===== config.mk =====
export PLATFORM = sky130hd
export DESIGN_NAME = fetch_prefetch_buffer
export DESIGN_NICKNAME = d
export VERILOG_FILES = /design/src/rtl/fetch_prefetch_buffer_pkg.sv /design/src/rtl/fetch_fifo.sv /design/src/rtl/fetch_prefetch_buffer.sv
export SDC_FILE = /design/constraint.sdc
export NUM_CORES = 1
export LEC_CHECK = 0
export CAP_MARGIN = 5
export CORE_ASPECT_RATIO = 1.25
export CORE_UTILIZATION = 45
export DETAILED_ROUTE_END_ITERATION = 8
export HOLD_SLACK_MARGIN = 0.1
export PLACE_DENSITY = 0.67
export SETUP_SLACK_MARGIN = 0.05
export SYNTH_ARGS = -nofsm -noshare
export SYNTH_HDL_FRONTEND = slang
export SYNTH_SLANG_ARGS = --single-unit

===== constraint.sdc =====
create_clock -name clk_i -period 9.4 [get_ports clk_i]
set_input_delay 1.88 -clock clk_i [delete_from_list [all_inputs] [get_ports clk_i]]
set_output_delay 1.88 -clock clk_i [all_outputs]
set_load 0.02 [all_outputs]

===== src/rtl/fetch_prefetch_buffer_pkg.sv =====
// Shared definitions for the instruction prefetch buffer: widths, reset
// address, the bubble instruction shown while empty, and the entry layout.
package fetch_prefetch_buffer_pkg;

    localparam int XLEN = 32;

    // First fetch address after reset unless the instance overrides it
    localparam logic [XLEN-1:0] RESET_PC_DEFAULT = 32'h0000_0000;

    // addi x0, x0, 0 -- presented on inst_o whenever the queue is empty
    localparam logic [XLEN-1:0] INST_NOP = 32'h0000_0013;

    // One queued fetch result: the PC it was fetched from and the word itself
    typedef struct packed {
        logic [XLEN-1:0] pc;
        logic [XLEN-1:0] inst;
    } fetch_entry_t;

endpackage


===== src/rtl/fetch_fifo.sv =====
// Parametrised synchronous FIFO holding fetched {pc, inst} entries.
// Supports flush, and simultaneous push/pop (also when full).
module fetch_fifo #(
    parameter int WIDTH = 64,
    parameter int DEPTH = 4
) (
    input  logic                   clk,
    input  logic                   rst_n,
    input  logic                   flush,
    input  logic                   push,
    input  logic [WIDTH-1:0]       push_data,
    input  logic                   pop,
    output logic [WIDTH-1:0]       head_data,
    output logic [$clog2(DEPTH):0] count
);

    localparam int PW = $clog2(DEPTH);
    localparam int CW = PW + 1;

    logic [WIDTH-1:0] mem_reg [DEPTH];
    logic [PW-1:0]    wr_ptr_reg;
    logic [PW-1:0]    rd_ptr_reg;
    logic [CW-1:0]    count_reg;
    logic             do_push;
    logic             do_pop;

    // Flush discards any same-cycle push or pop; popping an empty queue is ignored
    assign do_push = push && !flush;
    assign do_pop  = pop && !flush && (count_reg != '0);

    // Pointer and occupancy bookkeeping; pointers wrap naturally (DEPTH is 2^n)
    always_ff @(posedge clk) begin
        if (!rst_n || flush) begin
            wr_ptr_reg <= '0;
            rd_ptr_reg <= '0;
            count_reg  <= '0;
        end else begin
            if (do_push) begin
                wr_ptr_reg <= wr_ptr_reg + PW'(1);
            end
            if (do_pop) begin
                rd_ptr_reg <= rd_ptr_reg + PW'(1);
            end
            count_reg <= count_reg + CW'(do_push) - CW'(do_pop);
        end
    end

    // Entry storage; contents need no reset because count gates visibility
    always_ff @(posedge clk) begin
        if (do_push) begin
            mem_reg[wr_ptr_reg] <= push_data;
        end
    end

    assign head_data = mem_reg[rd_ptr_reg];
    assign count     = count_reg;

    // The issue credit rule must make a push into a full queue impossible
    assert property (@(posedge clk) disable iff (!rst_n)
        !(do_push && !do_pop && (count_reg == CW'(DEPTH))));

endmodule


===== src/rtl/fetch_prefetch_buffer.sv =====
// Instruction prefetch buffer: issues sequential fetches with bounded
// outstanding requests, queues returned words with their PC, and on a
// redirect flushes the queue and squashes responses still in flight.
module fetch_prefetch_buffer
    import fetch_prefetch_buffer_pkg::*;
#(
    parameter int              XLEN      = fetch_prefetch_buffer_pkg::XLEN,
    parameter int              DEPTH     = 4,
    parameter int              MAX_OUTST = 2,
    parameter logic [XLEN-1:0] RESET_PC  = XLEN'(RESET_PC_DEFAULT)
) (
    input  logic                   clk_i,
    input  logic                   rst_i,
    input  logic                   redirect_i,
    input  logic [XLEN-1:0]        redirect_pc_i,
    output logic                   imem_req_o,
    output logic [XLEN-1:0]        imem_addr_o,
    input  logic                   imem_gnt_i,
    input  logic                   imem_rvalid_i,
    input  logic [XLEN-1:0]        imem_rdata_i,
    output logic                   inst_valid_o,
    output logic [XLEN-1:0]        inst_o,
    output logic [XLEN-1:0]        pc_o,
    input  logic                   inst_ready_i,
    output logic [$clog2(DEPTH):0] count_o
);

    localparam int CW = $clog2(DEPTH) + 1;
    localparam int OW = $clog2(MAX_OUTST + 1);
    localparam int EW = 2 * XLEN;

    logic [XLEN-1:0] fetch_pc_reg;
    logic [XLEN-1:0] resp_pc_reg;
    logic [OW-1:0]   outst_reg;
    logic [OW-1:0]   outst_next;
    logic [OW-1:0]   drop_reg;
    logic [CW-1:0]   count;
    logic [CW:0]     occupancy;
    logic [EW-1:0]   head_entry;
    logic [XLEN-1:0] redirect_pc_aligned;
    logic            req;
    logic            grant;
    logic            resp_fire;
    logic            push;
    logic            pop;
    logic            unused_pc_bits;

    // Misaligned redirect targets are trapped upstream; the low bits are dropped here
    assign redirect_pc_aligned = {redirect_pc_i[XLEN-1:2], 2'b00};
    assign unused_pc_bits      = ^redirect_pc_i[1:0];

    // Queued entries plus in-flight requests must never exceed the queue size,
    // so every accepted request is guaranteed a slot when its data returns.
    assign occupancy = {1'b0, count} + (CW+1)'(outst_reg);
    assign req       = rst_i && !redirect_i
                    && (occupancy < (CW+1)'(DEPTH))
                    && (outst_reg < OW'(MAX_OUTST));
    assign grant     = req && imem_gnt_i;

    // Responses with nothing outstanding are stray and ignored
    assign resp_fire  = imem_rvalid_i && (outst_reg != '0);
    assign push       = resp_fire && (drop_reg == '0) && !redirect_i;
    assign pop        = inst_valid_o && inst_ready_i;
    assign outst_next = outst_reg + OW'(grant) - OW'(resp_fire);

    // Fetch/response PCs, in-flight count and squash count
    always_ff @(posedge clk_i) begin
        if (!rst_i) begin
            fetch_pc_reg <= RESET_PC;
            resp_pc_reg  <= RESET_PC;
            outst_reg    <= '0;
            drop_reg     <= '0;
        end else begin
            outst_reg <= outst_next;
            if (redirect_i) begin
                fetch_pc_reg <= redirect_pc_aligned;
                resp_pc_reg  <= redirect_pc_aligned;
                // everything still in flight after this cycle belongs to the old path
                drop_reg     <= outst_reg - OW'(resp_fire);
            end else begin
                if (grant) begin
                    fetch_pc_reg <= fetch_pc_reg + XLEN'(4);
                end
                if (resp_fire) begin
                    if (drop_reg != '0) begin
                        drop_reg <= drop_reg - OW'(1);
                    end else begin
                        resp_pc_reg <= resp_pc_reg + XLEN'(4);
                    end
                end
            end
        end
    end

    fetch_fifo #(
        .WIDTH (EW),
        .DEPTH (DEPTH)
    ) u_fifo (
        .clk       (clk_i),
        .rst_n     (rst_i),
        .flush     (redirect_i),
        .push      (push),
        .push_data ({resp_pc_reg, imem_rdata_i}),
        .pop       (pop),
        .head_data (head_entry),
        .count     (count)
    );

    assign imem_req_o   = req;
    assign imem_addr_o  = fetch_pc_reg;
    assign inst_valid_o = (count != '0);
    assign inst_o       = inst_valid_o ? head_entry[XLEN-1:0] : XLEN'(INST_NOP);
    assign pc_o         = inst_valid_o ? head_entry[EW-1:XLEN] : '0;
    assign count_o      = count;

endmodule


==> metrics.txt, run 1 <==
Max Fanout on Critical Path=35; first-pass GRT wire length=between 40000 and 50000 um; Max VDD drop=roughly 0.12 mV; Max Root-Sink Buffers=3; WL per Instance=~18 um; via count=7880; largest net degree at the start of global routing=between 60 and 70; fin crit share=approximately three fifths; Final Skew=around 8.6 ps; Tmin final=5690 ps; Gates resized, CTS repair=0; commonest non-fill, non-tap cell in the layout=edfxtp_1; Layout area overhead=22.5%; Core ar.=between 20000 and 30000 um2; Setup TNS=0 ps; worst-margin pin slew=approximately 970 ps; # H-tree levels=1; number of global-route vias before repair=around 8000; Top-Level Pins=171; Final GP Congestion=0.852; Hold Crit Start=resp_pc_reg[29]; CTS tree=yes; worst skew pair latency=around 550 ps; critical path capture point type=output pin; unrepaired setup endpoints after global routing=no; n_diodes=0; max reg flops=248; reg2reg start=outst_reg[1]; Yosys reg bits=~320; CP Data Arrival Time=3810 ps; TritonCTS sink count=roughly 320; share of cells above drive strength 1=approximately 12%; root buffer cell=clkbuf_16; R2R Path End=outst_reg[1]; Post-Route WL=26800 um; outcome=completed; MaxCap Viol Count=0; Nets=1124; DIE AREA=30200 um2; worst hold margin=approximately 530 ps; average size of a mapped cell=about 15 um2; Leakage=0.00514 uW; Min-Delay Path Class=reg -> reg; count of different cell masters after synthesis=53; 1st-pass router iterations=7; setup violators final=0; Final ANT Viol Nets=0; fmax=176 MHz; r2r worst-path depth=11; CP endpoint=imem_req_o; startpoint types=input port; hold_buf cts=0; Vias per Instance=around 5.4; synth warn=0; DP HPWL=between 15000 and 20000 um; FILL cells=approximately 2300; grt ovf=0; Final Max Tran Viols=0; power density cells=192 nW/um2; residual DRC count=0; r2r setup slk=roughly 6500 ps; floorplan row count=69; ys async rst share=0%; number of synthesized flops with an enable pin=about 250; initial antenna violation count=0; Die Ht=194 um; final hold violations=0; sequential area share after synthesis=67.1%; drt first-iter violations=between 400 and 500; total track usage=18.0%; primary flip-flop cell chosen by synthesis mapping=edfxtp_1; die extent in x=156 um; Slew headroom=about a third; buffer count from post-CTS setup fixing=0; initial core utilization=between 40 and 50%; # port buffers=around 160; Syn Std Cell Area=around 13000 um2; Clk pin slew, worst setup/hold paths=around 60 ps; CTS buffer count=30; Crit. Startpoint=rst_i; crit path kind=in -> out; Mapped Cells=slightly below 900; Worst EP required=roughly 7500 ps; most frequent cells in the layout=edfxtp_1 (248), clkdlybuf4s50_1 (164), dfxtp_1 (71)
[power breakdown]
group          total [uW]  leakage (uW)  internal [uW]  switching, uW
Sequential           1640       0.00286           1590           46.3
Clock                1190      0.000472            693            499
Combinational         295       0.00182            141            154
Total                3120       0.00514           2430            700
[metrics by stage]
stage | cells | total power (uW) | area [um2] | worst slack (ps) | util (%)
detailed placement | 1398 | 1970 | 15300 | 3690 | 53.2
floorplan | 885 | 1840 | 13300 | 4840 | -
finish | 1454 | 3120 | 16300 | 3710 | 56.5
CTS | 1454 | 3160 | 16300 | 3690 | 56.5
global placement | 1398 | 1960 | 15300 | 3680 | 53.2
global route | 1454 | 3240 | 16300 | 3590 | 56.5
[how the worst min path moves through the flow]
stage	to	slack [ps]	cells after the start
floorplan	u_fifo.mem_reg[0][61]	460	0
global placement	flop	500	2
detailed placement	u_fifo.mem_reg[2][61]	510	0
CTS	u_fifo.mem_reg[0][61]	520	0
global route	u_fifo.mem_reg[1][61]	540	0
finish	u_fifo.mem_reg[0][61]	530	0
[critical path: stages]
cell             delay (ps)
clkdlybuf4s50_1         450
buf_4                   310
nand2b_1                310
nor3_1                  210
clkdlybuf4s50_1         630
[metal layers]
layer / vias up / GRT usage (%) / routed length (um)
met5: - / 0 / 0
met4: 0 / 4.79 / 505
met3: 41 / 2.73 / 1350
met2: 247 / 31.2 / 13500
met1: 3887 / 23.4 / 11500
li1: 3705 / - / -
[synthesized netlist by cell type (all sizes together), types with 13 or more instances]
| cell type | n | area [um2] |
|---|---|---|
| a21oi | 43 | 215 |
| nand2 | 38 | 143 |
| dfxtp | 73 | 1460 |
| mux4 | 62 | 1400 |
| nand4 | 24 | 150 |
| o21ai | 42 | 210 |
| buf | 15 | 90.1 |
| a31oi | 19 | 119 |
| edfxtp | 248 | 7450 |
| xor2 | 27 | 236 |
| nand3 | 22 | 110 |
| clkbuf | 36 | 135 |
| inv | 20 | 77.6 |
| nor2 | 37 | 139 |
| ha | 13 | 163 |
| nor2b | 60 | 375 |
| xnor2 | 14 | 123 |
[logic make-up (layout without fill, tap and decap cells)]
logic type      Yosys count  after routing  share of synthesized area [%]
fa+ha+maj                14             14                           1.38
simple gates            237            237                           9.85
compound gates          130            130                           5.78
mux                      66             66                           10.8
other cells               1              4                         0.0283
buf+inv                  72            251                           2.31
flops                   321            321                           67.1
xor+xnor                 41             41                           2.71
[layout make-up]
cell class | count | area [um2] | share of cell area, %
inverters | 21 | 81.3 | 0.500
repair buffers | 174 | 1720 | 10.6
well taps | 390 | 488 | 3.00
flip-flops and latches | 321 | 8910 | 54.8
clock buffers | 41 | 823 | 5.06
clock inverters | 15 | 149 | 0.916
multi-input cells | 492 | 4090 | 25.1
Note: power is estimated with default switching activity, not from simulation.
==> run 2: changes to the inputs <==
- clock period: 9.4 -> 6 ns (I/O delays scaled with it)
==> metrics.txt, run 2 (synthesis gave the netlist of run 1 again) <==
worst-path cell chain=buf_4 -> mux4_2 -> or2_2 -> clkdlybuf4s50_1; Slew headroom=34.4% (-0.62 points); slack of the critical path=1550 ps (-2160 ps); die extent in x=156 um (unchanged); Total Power=5040 uW (+61%); worst slack at placement=1620 ps (-2070 ps); total track usage=17.8% (-0.20 points); hold_buf cts=0 (unchanged); dpl cell area=15300 um2 (+0.13%); unrepaired setup endpoints after global routing=no; largest net degree at the start of global routing=65 (unchanged); final hold violations=0 (unchanged); n_diodes=0 (unchanged); critical path capture point type=output pin; r2r setup slk=3060 ps (-3450 ps); MaxCap Viol Count=0 (unchanged); DP HPWL=16100 um (-0.44%); Max Fanout on Critical Path=45 (+29%); commonest non-fill, non-tap cell in the layout=edfxtp_1; Final Max Tran Viols=0 (unchanged); Layout area overhead=23.4%; R2R Path End=outst_reg[1]; power density cells=308 nW/um2 (+60%); Tmin final=4450 ps; r2r worst-path depth=11 (unchanged); first-pass GRT wire length=42100 um (-1.1%); floorplan row count=69 (unchanged); Top-Level Pins=171 (unchanged); drt first-iter violations=456 (-7.3%); Core ar.=28700 um2 (unchanged); fin crit share=about 74%; Max VDD drop=0.198 mV (+59%); Min-Delay Endpoint=u_fifo.mem_reg[3][61]; buffer count from post-CTS setup fixing=0 (unchanged); fin area=16400 um2 (+0.79%); Final Skew=19.2 ps (+10.6 ps); hold path cells=0 (unchanged); FILL cells=2283 (-2.7%); Hold Crit Start=resp_pc_reg[29]; worst-margin pin slew=984 ps (+9.32 ps); Final ANT Viol Nets=0 (unchanged); initial core utilization=46.2% (unchanged); Gates resized, CTS repair=0 (unchanged); crit path kind=reg -> out; CP Data Arrival Time=3250 ps (-560 ps); CTS buffer count=30 (unchanged); root buffer cell=clkbuf_16; WL per Instance=18.2 um (-1.3%); share of cells above drive strength 1=13.3% (+1.2 points); # H-tree levels=1 (unchanged); TritonCTS sink count=321 (unchanged); Nets=1125 (+0.089%); Final GP Congestion=0.860 (+0.94%); Die Ht=194 um (unchanged); 1st-pass router iterations=5 (-2); Post-Route WL=26500 um (-1.2%); Clk pin slew, worst setup/hold paths=60 ps (about the same); reg2reg start=outst_reg[1]; residual DRC count=0 (unchanged); setup violators final=0 (unchanged); startpoint types=flop; Leakage=0.00522 uW (+1.5%); grt ovf=0 (unchanged); initial antenna violation count=0 (unchanged); worst skew pair latency=550 ps (about the same); CTS tree=yes; via count=7800 (-1.0%); critical path's largest stage delay=950 ps (+320 ps); Min-Delay Path Class=reg -> reg; number of global-route vias before repair=7851 (-1.8%); max reg flops=248 (unchanged); DIE AREA=30200 um2 (unchanged); Setup TNS=0 ps (unchanged); outcome=completed; most frequent cells in the layout=edfxtp_1 (248), clkdlybuf4s50_1 (164), dfxtp_1 (71); # port buffers=164 (unchanged); fmax=225 MHz; Max Root-Sink Buffers=3 (unchanged); critical path's slowest cell=dfxtp_4; Vias per Instance=5.36 (-1.1%); Worst EP required=4800 ps (-2720 ps)
-- run 2: per-layer routing --
metal,wire [um],global-route usage (%),vias up
met4,460,4.36,0
met1,11600,23.4,3840
met5,0,0,-
li1,-,-,3707
met2,13000,30.6,220
met3,1370,2.93,33
-- run 2: worst max path at each step --
stage	slack, ps	to	cells past startpoint	startpoint
detailed placement	1620	imem_req_o	5	rst_i
floorplan	2380	u_fifo.mem_reg[0][0]	3	imem_rvalid_i
global placement	1650	imem_req_o	5	rst_i
CTS	1430	inst_o[0]	4	flop
global route	1270	inst_o[0]	4	flop
finish	1550	inst_o[0]	4	flop
-- run 2: cell type report --
| cell class | count | area, um2 | share of cell area (%) |
|---|---|---|---|
| Clock inverter | 21 | 280 | 1.71 |
| Tap cell | 390 | 488 | 2.98 |
| Timing Repair Buffer | 175 | 1740 | 10.6 |
| Sequential cell | 321 | 8910 | 54.4 |
| Inverter | 21 | 81.3 | 0.496 |
| Clock buffer | 35 | 800 | 4.88 |
| Multi-Input combinational cell | 492 | 4090 | 24.9 |
-- run 2: stage by stage --
stage	cells	util [%]	hold WS (ps)
final	1455	57.0	536
after global routing	1455	57.0	545
after CTS	1455	57.0	534
after detailed placement	1399	53.2	520
after global placement	1399	53.2	512
after floorplan	885	-	460
-- run 2: critical path: cells and delay by family, from the launching register on --
family | cells | cell delay [ps]
and+or+nand+nor | 1 | 270
muxes | 1 | 520
DFF | 1 | 950
buffers and inverters | 2 | 920
-- run 2: report_power, final --
part,internal (uW),switching [uW],total [uW]
logic,221,240,461
registers,2490,74.1,2570
clock network,1220,800,2020
